--- src/rtl/riscv_pkg.sv ---
// Shared RISC-V definitions for the memory stage.
// Holds the load/store opcodes, funct3 access codes, mcause values for memory
// exceptions, the memory-stage FSM state encodings, and small helpers that turn
// an access size (funct3[1:0]) into an alignment mask or a base byte strobe.
package riscv_pkg;

    localparam logic [6:0] OPC_LOAD  = 7'b0000011;
    localparam logic [6:0] OPC_STORE = 7'b0100011;

    // Load funct3 codes
    localparam logic [2:0] F3_LB  = 3'b000;
    localparam logic [2:0] F3_LH  = 3'b001;
    localparam logic [2:0] F3_LW  = 3'b010;
    localparam logic [2:0] F3_LD  = 3'b011;
    localparam logic [2:0] F3_LBU = 3'b100;
    localparam logic [2:0] F3_LHU = 3'b101;
    localparam logic [2:0] F3_LWU = 3'b110;

    // Store funct3 codes
    localparam logic [2:0] F3_SB = 3'b000;
    localparam logic [2:0] F3_SH = 3'b001;
    localparam logic [2:0] F3_SW = 3'b010;
    localparam logic [2:0] F3_SD = 3'b011;

    // mcause values
    localparam logic [63:0] CAUSE_LOAD_MISALIGNED  = 64'd4;
    localparam logic [63:0] CAUSE_LOAD_FAULT       = 64'd5;
    localparam logic [63:0] CAUSE_STORE_MISALIGNED = 64'd6;
    localparam logic [63:0] CAUSE_STORE_FAULT      = 64'd7;

    // Memory-stage FSM states
    localparam logic [0:0] ST_IDLE = 1'b0;
    localparam logic [0:0] ST_WAIT = 1'b1;

    // Address bits that must be zero for an access of the given size.
    function automatic logic [2:0] size_mask(input logic [1:0] sz);
        case (sz)
            2'd0:    size_mask = 3'b000;
            2'd1:    size_mask = 3'b001;
            2'd2:    size_mask = 3'b011;
            default: size_mask = 3'b111;
        endcase
    endfunction

    // Byte strobe for lane 0; shifted by the address lane afterwards.
    function automatic logic [7:0] strb_base(input logic [1:0] sz);
        case (sz)
            2'd0:    strb_base = 8'h01;
            2'd1:    strb_base = 8'h03;
            2'd2:    strb_base = 8'h0F;
            default: strb_base = 8'hFF;
        endcase
    endfunction

endpackage

--- src/rtl/load_align.sv ---
// Load data alignment and extension (purely combinational).
// Ports:
//   rdata  - 64-bit doubleword returned by data memory
//   addr   - byte lane of the access (effective address bits [2:0])
//   funct3 - load width/signedness code
//   result - loaded value, right-justified and sign/zero-extended to 64 bits
module load_align
    import riscv_pkg::*;
(
    input  logic [63:0] rdata,
    input  logic [2:0]  addr,
    input  logic [2:0]  funct3,
    output logic [63:0] result
);

    logic [63:0] shifted;

    always_comb begin
        // Move the addressed byte lane down to bit 0.
        shifted = rdata >> {addr, 3'b000};
        case (funct3)
            F3_LB:   result = {{56{shifted[7]}},  shifted[7:0]};
            F3_LH:   result = {{48{shifted[15]}}, shifted[15:0]};
            F3_LW:   result = {{32{shifted[31]}}, shifted[31:0]};
            F3_LBU:  result = {56'd0, shifted[7:0]};
            F3_LHU:  result = {48'd0, shifted[15:0]};
            F3_LWU:  result = {32'd0, shifted[31:0]};
            default: result = shifted;  // LD
        endcase
    end

endmodule

--- src/rtl/mem_stage.sv ---
// RV64 memory stage: issues data-memory loads/stores, stalls upstream while an
// access is outstanding, detects misaligned and faulting accesses, and fills the
// writeback latch.
// Ports:
//   CLK, RESET                   - clock, asynchronous active-low reset
//   MEM_V/IR/NPC/ALU_RESULT/
//   ST_DATA/DRID                 - execute-latch inputs (held by upstream on stall)
//   DM_REQ/WE/ADDR/WDATA/WSTRB   - data-memory request channel
//   DM_ACK/ERR/RDATA             - data-memory response
//   MEM_STALL                    - holds execute and earlier stages
//   WB_*                         - writeback latch (valid, passthrough, load data)
//   WB_EXC/WB_CAUSE              - exception flag and mcause
module mem_stage
    import riscv_pkg::*;
(
    input  logic        CLK,
    input  logic        RESET,
    input  logic        MEM_V,
    input  logic [31:0] MEM_IR,
    input  logic [63:0] MEM_NPC,
    input  logic [63:0] MEM_ALU_RESULT,
    input  logic [63:0] MEM_ST_DATA,
    input  logic [4:0]  MEM_DRID,
    output logic        DM_REQ,
    output logic        DM_WE,
    output logic [63:0] DM_ADDR,
    output logic [63:0] DM_WDATA,
    output logic [7:0]  DM_WSTRB,
    input  logic        DM_ACK,
    input  logic        DM_ERR,
    input  logic [63:0] DM_RDATA,
    output logic        MEM_STALL,
    output logic        WB_V,
    output logic [31:0] WB_IR,
    output logic [63:0] WB_NPC,
    output logic [63:0] WB_ALU_RESULT,
    output logic [63:0] WB_MEM_RESULT,
    output logic [4:0]  WB_DRID,
    output logic        WB_EXC,
    output logic [63:0] WB_CAUSE
);

    logic [0:0]  state_q, state_d;
    logic        wb_v_q, wb_v_d;
    logic [31:0] wb_ir_q, wb_ir_d;
    logic [63:0] wb_npc_q, wb_npc_d;
    logic [63:0] wb_alu_q, wb_alu_d;
    logic [63:0] wb_mem_q, wb_mem_d;
    logic [4:0]  wb_drid_q, wb_drid_d;
    logic        wb_exc_q, wb_exc_d;
    logic [63:0] wb_cause_q, wb_cause_d;

    logic [6:0]  opcode;
    logic [2:0]  funct3;
    logic [2:0]  lane;
    logic        is_load, is_store, misaligned, access, done;
    logic [63:0] load_result;

    // Decode and request generation
    always_comb begin
        opcode     = MEM_IR[6:0];
        funct3     = MEM_IR[14:12];
        lane       = MEM_ALU_RESULT[2:0];
        // funct3 values without a defined access are treated as non-memory.
        is_load    = (opcode == OPC_LOAD) && (funct3 != 3'b111);
        is_store   = (opcode == OPC_STORE) && !funct3[2];
        misaligned = |(lane & size_mask(funct3[1:0]));
        access     = MEM_V && (is_load || is_store) && !misaligned;

        // Request is gated by reset so a pending WAIT drops immediately.
        DM_REQ    = RESET && ((state_q == ST_WAIT) || access);
        DM_WE     = DM_REQ && is_store;
        DM_ADDR   = {MEM_ALU_RESULT[63:3], 3'b000};
        DM_WSTRB  = DM_WE ? (strb_base(funct3[1:0]) << lane) : 8'h00;
        // Replicating the store data over all lanes places it in whichever
        // lanes the strobe selects, since aligned accesses never straddle.
        case (funct3[1:0])
            2'd0:    DM_WDATA = {8{MEM_ST_DATA[7:0]}};
            2'd1:    DM_WDATA = {4{MEM_ST_DATA[15:0]}};
            2'd2:    DM_WDATA = {2{MEM_ST_DATA[31:0]}};
            default: DM_WDATA = MEM_ST_DATA;
        endcase

        MEM_STALL = DM_REQ && !DM_ACK;
        done      = DM_REQ && DM_ACK;
    end

    load_align u_load_align (
        .rdata  (DM_RDATA),
        .addr   (lane),
        .funct3 (funct3),
        .result (load_result)
    );

    // FSM next state
    always_comb begin
        state_d = state_q;
        case (state_q)
            ST_IDLE: if (DM_REQ && !DM_ACK) state_d = ST_WAIT;
            default: if (DM_ACK)            state_d = ST_IDLE;
        endcase
    end

    // Writeback latch next state
    always_comb begin
        wb_v_d     = wb_v_q;
        wb_ir_d    = wb_ir_q;
        wb_npc_d   = wb_npc_q;
        wb_alu_d   = wb_alu_q;
        wb_mem_d   = wb_mem_q;
        wb_drid_d  = wb_drid_q;
        wb_exc_d   = wb_exc_q;
        wb_cause_d = wb_cause_q;

        if (MEM_STALL) begin
            // Bubble: data fields hold, but the exception flag must not
            // outlive a valid entry.
            wb_v_d     = 1'b0;
            wb_exc_d   = 1'b0;
            wb_cause_d = 64'd0;
        end else begin
            wb_v_d     = MEM_V;
            wb_ir_d    = MEM_IR;
            wb_npc_d   = MEM_NPC;
            wb_alu_d   = MEM_ALU_RESULT;
            wb_drid_d  = MEM_DRID;
            wb_exc_d   = 1'b0;
            wb_cause_d = 64'd0;
            wb_mem_d   = 64'd0;
            if (MEM_V && (is_load || is_store) && misaligned) begin
                wb_exc_d   = 1'b1;
                wb_cause_d = is_load ? CAUSE_LOAD_MISALIGNED : CAUSE_STORE_MISALIGNED;
            end else if (done && DM_ERR) begin
                wb_exc_d   = 1'b1;
                wb_cause_d = is_load ? CAUSE_LOAD_FAULT : CAUSE_STORE_FAULT;
            end else if (done && is_load) begin
                wb_mem_d = load_result;
            end
        end
    end

    always_ff @(posedge CLK or negedge RESET) begin
        if (!RESET) begin
            state_q    <= ST_IDLE;
            wb_v_q     <= 1'b0;
            wb_ir_q    <= 32'd0;
            wb_npc_q   <= 64'd0;
            wb_alu_q   <= 64'd0;
            wb_mem_q   <= 64'd0;
            wb_drid_q  <= 5'd0;
            wb_exc_q   <= 1'b0;
            wb_cause_q <= 64'd0;
        end else begin
            state_q    <= state_d;
            wb_v_q     <= wb_v_d;
            wb_ir_q    <= wb_ir_d;
            wb_npc_q   <= wb_npc_d;
            wb_alu_q   <= wb_alu_d;
            wb_mem_q   <= wb_mem_d;
            wb_drid_q  <= wb_drid_d;
            wb_exc_q   <= wb_exc_d;
            wb_cause_q <= wb_cause_d;
        end
    end

    always_comb begin
        WB_V          = wb_v_q;
        WB_IR         = wb_ir_q;
        WB_NPC        = wb_npc_q;
        WB_ALU_RESULT = wb_alu_q;
        WB_MEM_RESULT = wb_mem_q;
        WB_DRID       = wb_drid_q;
        WB_EXC        = wb_exc_q;
        WB_CAUSE      = wb_cause_q;
    end

endmodule

--- config.mk ---
export PLATFORM = sky130hd
export DESIGN_NAME = mem_stage
export DESIGN_NICKNAME = d
export VERILOG_FILES = /design/src/rtl/riscv_pkg.sv /design/src/rtl/load_align.sv /design/src/rtl/mem_stage.sv
export SDC_FILE = /design/constraint.sdc
export NUM_CORES = 1
export LEC_CHECK = 0
export CORE_AREA = 8 8 281 283
export DETAILED_ROUTE_END_ITERATION = 8
export DIE_AREA = 0 0 289 291
export GPL_TIMING_DRIVEN = 0
export PLACE_DENSITY_LB_ADDON = 0.12
export SLEW_MARGIN = 20
export SYNTH_ARGS = -nofsm -noshare
export SYNTH_HDL_FRONTEND = slang
export SYNTH_HIERARCHICAL = 1
export SYNTH_SLANG_ARGS = --single-unit
--- constraint.sdc ---
create_clock -name CLK -period 4.12 [get_ports CLK]
set_input_delay 0.824 -clock CLK [delete_from_list [all_inputs] [get_ports CLK]]
set_output_delay 0.824 -clock CLK [all_outputs]
set_load 0.01 [all_outputs]
Word-level counts from Yosys, hierarchy flattened
Cells that the tools add are included.
- input port bits: 298
- bits in registers: 296
- word-level logic and storage cells: 61
- eq/ne operators: 10
- reductions and logical operators: 19
- shifts and indexed selects: 2
- bitwise operators: 1
- mux-type cells: 20
- operator list (cell ; number):
    $pmux 64 s6 ; 1
    $mux 64 ; 3
    $pmux 64 s3 ; 1
    $shr 64x6->64 ; 1
    $pmux 8 s3 ; 1
    $logic_and 1x1->1 ; 11
    $eq 3x3->1 const B ; 3
    $mux 3 ; 3
    $pmux 3 s3 ; 1
    $mux 8 ; 1
    $shl 8x3->8 ; 1
    $eq 7x2->1 const B ; 1
    $eq 7x6->1 const B ; 1
    $mux 1 ; 7
    $mux 2 ; 2
    $and 3x3->3 ; 1
    $eq 3x1->1 const B ; 1
    $eq 3x2->1 const B ; 1
    $logic_not 1->1 ; 3
    $logic_not 3->1 ; 1
    $ne 3x3->1 const B ; 1
    $reduce_or 3->1 ; 1
    $eq 2x1->1 const B ; 1
    $eq 2x2->1 const B ; 1
    other kinds (2) ; 3

Longest topological paths before layout
- depth after elaboration: 13
- gate-level depth with buffers: 9
- gate-level depth less buffers: 6

Hierarchy
Netlist, hierarchy kept.
- modules (own cells, without submodules) (module ; seq. area each (um2) ; area each (um2) ; times used ; cells each):
    mem_stage ; 5855.6 ; 13060.0 ; 1 ; 1366
    load_align ; 0.0 ; 2338.5 ; 1 ; 293

Worst setup path before layout
OpenSTA, ideal clock, no wires.
- path type: input to output
- from: input port MEM_ALU_RESULT[1]
- to: output port DM_WSTRB[0]
- slack: 1151 ps
- cell stages on the path: 6
- arrival: 2145 ps
- data required time: 3296 ps
- path buffers: 2
- cell sequence: buf_2 o21a_1 a21o_1 o21a_1 buf_2 nor4b_1
- word-level cells in the longest chain between the ends: 8
- elaborated cells on any way between the ends: 9
- classes of those cells: shift: 1; mux: 1; bitwise: 1; reduce/logical: 6
- ends and longest elaborated chain (element ; RTL line ; source):
    from (decl) ; mem_stage.sv:21 ; input logic [63:0] MEM_ALU_RESULT,
    $and 3x3->3 ; mem_stage.sv:67 ; misaligned = |(lane & size_mask(funct3[1:0]));
    $reduce_or 3->1 ; mem_stage.sv:67 ;
    $logic_not 1->1 ; mem_stage.sv:68 ; access = MEM_V && (is_load || is_store) && !misaligned;
    $logic_and 1x1->1 ; mem_stage.sv:68 ;
    $logic_or 1x1->1 ; mem_stage.sv:71 ; DM_REQ = RESET && ((state_q == ST_WAIT) || access);
    $logic_and 1x1->1 ; mem_stage.sv:71 ;
    $logic_and 1x1->1 ; mem_stage.sv:72 ; DM_WE = DM_REQ && is_store;
    $mux 8 (*) ; mem_stage.sv:74 ; DM_WSTRB = DM_WE ? (strb_base(funct3[1:0]) << lane) : 8'h00;
    to (decl) ; mem_stage.sv:28 ; output logic [7:0] DM_WSTRB,
Every way passes the cells marked *; elsewhere a longest branch is shown, timed or not.

Final worst setup path
- from: input port MEM_IR[13]
- to: output port DM_WDATA[40]
- word-level cells in the longest chain between the ends: 2
- elaborated cells on any way between the ends: 4
- classes of those cells: eq/ne: 2; mux: 1; reduce/logical: 1
- ends and longest elaborated chain (element ; RTL line ; source):
    from (decl) ; mem_stage.sv:19 ; input logic [31:0] MEM_IR,
    $eq 2x2->1 (tied with other cells) ; mem_stage.sv:77 ; case (funct3[1:0])
    $pmux 64 s3 (*) ; mem_stage.sv:77 ;
    to (decl) ; mem_stage.sv:27 ; output logic [63:0] DM_WDATA,
Marked as above.

==> results.toml <==
[drt]
wire_per_inst_um = 24.2
via_per_inst = 4.52
dr_total_vias = 15494
dr.pass1.iters = 5
drt-total-wl_um = 82900
drt_iter0_markers = 750
ant_nets = 0
drc = 0

[grt]
grt_pass1_vias = 16203
grt_max_degree = 87
grt.total_usage = 0.189
grt.overflow.total = 0
grt_pass1_wl_um = 119000
antenna_found_initial = 5

[final_layout]
nFillCells = 7876
nNetsFinal = 2724
syn2layout_area_growth_pct = 61.6
drive_gt1_frac = 0.165
final_area_mm2 = 0.0249
final_util = 0.333

[synthesis]
ys.flop_type = "dfrtp_1"
netlist.area_leader.share = 0.380
synthCells = 1659
yosys.area.top_type = "dfrtp_1"
synthTopCellsByArea = "dfrtp_1 (38%), o32ai_1 (6.9%), buf_4 (6.8%)"
synthAdderAreaFrac = 0
synth_top_family_by_area = "compound AO/OA/AOI/OAI gates"
synth.most_common_cell = "dfrtp_1"
synth_edf_count = 0
ys_ff_latch = 234
syn_avg_cell_area_um2 = 9.28
ys_seq_area_frac = 0.380
synthMuxAreaShare = 0.106
synth-simple-area-share = 0.131
synth-compound-area-share = 0.213
ys.warnings.count = 6
synth.distinct_cells = 64
synthArstFlopShare = 1.00
synthTopCellsByCount = "dfrtp_1 (234), nand2_1 (225), inv_1 (178)"
synth_xor_area_frac = 0.000569
synthesis.area_mm2 = 0.0154

[placed_design]
placed_cell_area_mm2 = 0.0236
place_congestion = 0.940
dp_hpwl_um = 68100
port_buffers = 667

[timing]
worst-slew-pin-transition_ps = 889
grt_setup_unrepaired = "false"
relSlewSlack = 0.407
setup_viol = 0
min_period_ps = 4040
hold_viol = 0
min_period_over_period = 0.980
slew_violations = 0
fin_skew_ps = 10.3
fmax_mhz = 248

[cts]
clk_latency_ps = 530
path_clk_slew_ps = 60
cts_buffers = 34
htreeDepth = 2
cts_setup_buffers = 0
cts_tree = "done"
max-clock-path-buffers = 3
clockRootBuffer = "clkbuf_16"
clock_sinks = 234

[power]
power_mw = 7.23
ir_drop_mv = 0.203
power.leakage_nw = 10.9
powerDensity_mw_per_mm2 = 291

[run]
max_cap_violations = 0

[setup_path]
arrival_ps = 3210
cp.required_ps = 3300
cp_max_fo = 10
crit_path_start_kind = "input port"
worstSetupEndpointType = "primary output"
crit_type = "input port to primary output"

[outcome]
status = "finished clean"

[worst_hold_path]
hold_class = "input port to asynchronous set/reset pin"

[floorplanning]
dieArea_mm2 = 0.0841
chipWidth_um = 289
rows = 101
ios = 732
die_y_um = 291
initial_core_util = 0.206
coreArea_mm2 = 0.0748
[where the power goes]
part / switching (mW) / total, mW / leakage (nW) / internal, mW
clock: 1.15 / 3.08 / 0.581 / 1.93
combinational: 0.833 / 1.71 / 7.43 / 0.875
sequential: 0.0494 / 2.44 / 2.89 / 2.39
total: 2.04 / 7.23 / 10.9 / 5.19
[routing by layer]
layer / track usage / vias up / wire (µm)
li1: - / 7235 / -
met1: 0.216 / 7615 / 32300
met2: 0.345 / 553 / 42700
met3: 0.0528 / 83 / 6170
met4: 0.0412 / 8 / 1760
met5: 0 / - / 42
[cells by family (layout without fill, tap and decap cells)]
family	Yosys count	in the layout
AOI/OAI and AO/OA	405	405
xor gates and xnor gates	1	1
buffers and inverters	477	1206
DFF	234	234
muxes	121	121
other	1	66
and+or+nand+nor	420	420
[final cells by class]
class                   count  area (µm²)  area share
well taps                 978        1220      0.0492
flip-flops and latches    234        5860       0.235
inverters                 179         672      0.0270
multi-input cells        1011        7250       0.291
diodes                      2        5.00    0.000201
clock buffers              50        1030      0.0415
clock inverters            11         148     0.00593
plain buffers             297        1960      0.0787
repair buffers            669        6740       0.271
[state kept, by name (all words and copies together), names as in the netlist]
| register | cells |
|---|---|
| WB_ALU_RESULT | 64 |
| WB_CAUSE | 3 |
| WB_DRID | 5 |
| WB_IR | 32 |
| WB_MEM_RESULT | 64 |
| WB_NPC | 64 |
| WB_V | 1 |
| state_q | 1 |
[final timing paths]
path | from | to | slack (ps) | depth (start not counted)
worst max register to register | state_q | WB_ALU_RESULT[2] | 1840 | 7
worst min-delay path | RESET | WB_NPC[27] | 280 | 1
worst min register to register | WB_IR[6] | WB_IR[6] | 530 | 2
worst max-delay path | MEM_IR[13] | DM_WDATA[40] | 80 | 7
max in group asynchronous | RESET | WB_MEM_RESULT[43] | 2890 | 2
min in group CLK | WB_IR[6] | WB_IR[6] | 530 | 2
[worst max-delay path, cell delays in order]
cell             delay [ps]
clkdlybuf4s50_1         530
buf_4                   240
buf_2                   200
clkbuf_4                220
a211oi_1                560
a21oi_1                 110
clkdlybuf4s50_1         520
[cells in the final DEF, fill, tap and decap left out, types with 5 or more instances in the layout]
cell type / instances
buf_8: 10
nand4_1: 31
and3_1: 10
inv_1: 178
dfrtp_1: 234
clkbuf_16: 35
clkbuf_1: 66
dlygate4sd2_1: 7
nor2_1: 23
mux2_2: 31
nand2_1: 225
mux2i_1: 59
conb_1: 64
buf_4: 147
a21oi_1: 93
buf_2: 49
o2bb2ai_1: 9
nand3_1: 14
o2111ai_1: 5
clkbuf_8: 10
buf_6: 10
nor2b_1: 19
clkdlybuf4s50_1: 654
o32ai_1: 121
mux4_2: 31
and2_1: 5
o211ai_1: 66
buf_1: 11
a211oi_1: 8
nand2b_1: 67
o32ai_2: 40
o21ai_0: 30
[what timing repair did]
action                     in CTS  in global routing
resized for setup              34                 13
setup endpoints to repair      57                 19
hold endpoints to repair        0                  0
hold buffers                    0                  0
[per-stage QoR]
| step | setup TNS, ps | instances | setup slack (ps) | hold WS, ps |
|---|---|---|---|---|
| after detailed placement | -19560 | 3369 | -757 | 524 |
| final | 0 | 3431 | 84.2 | 275 |
| after CTS | 0 | 3429 | 3.93 | 274 |
| after global placement | -4026320 | 3367 | -11620 | 524 |
| after floorplan | 0 | 1722 | 1150 | 528 |
| after global routing | 0 | 3429 | 4.46 | 298 |
Power figures use the tool's default switching activity.
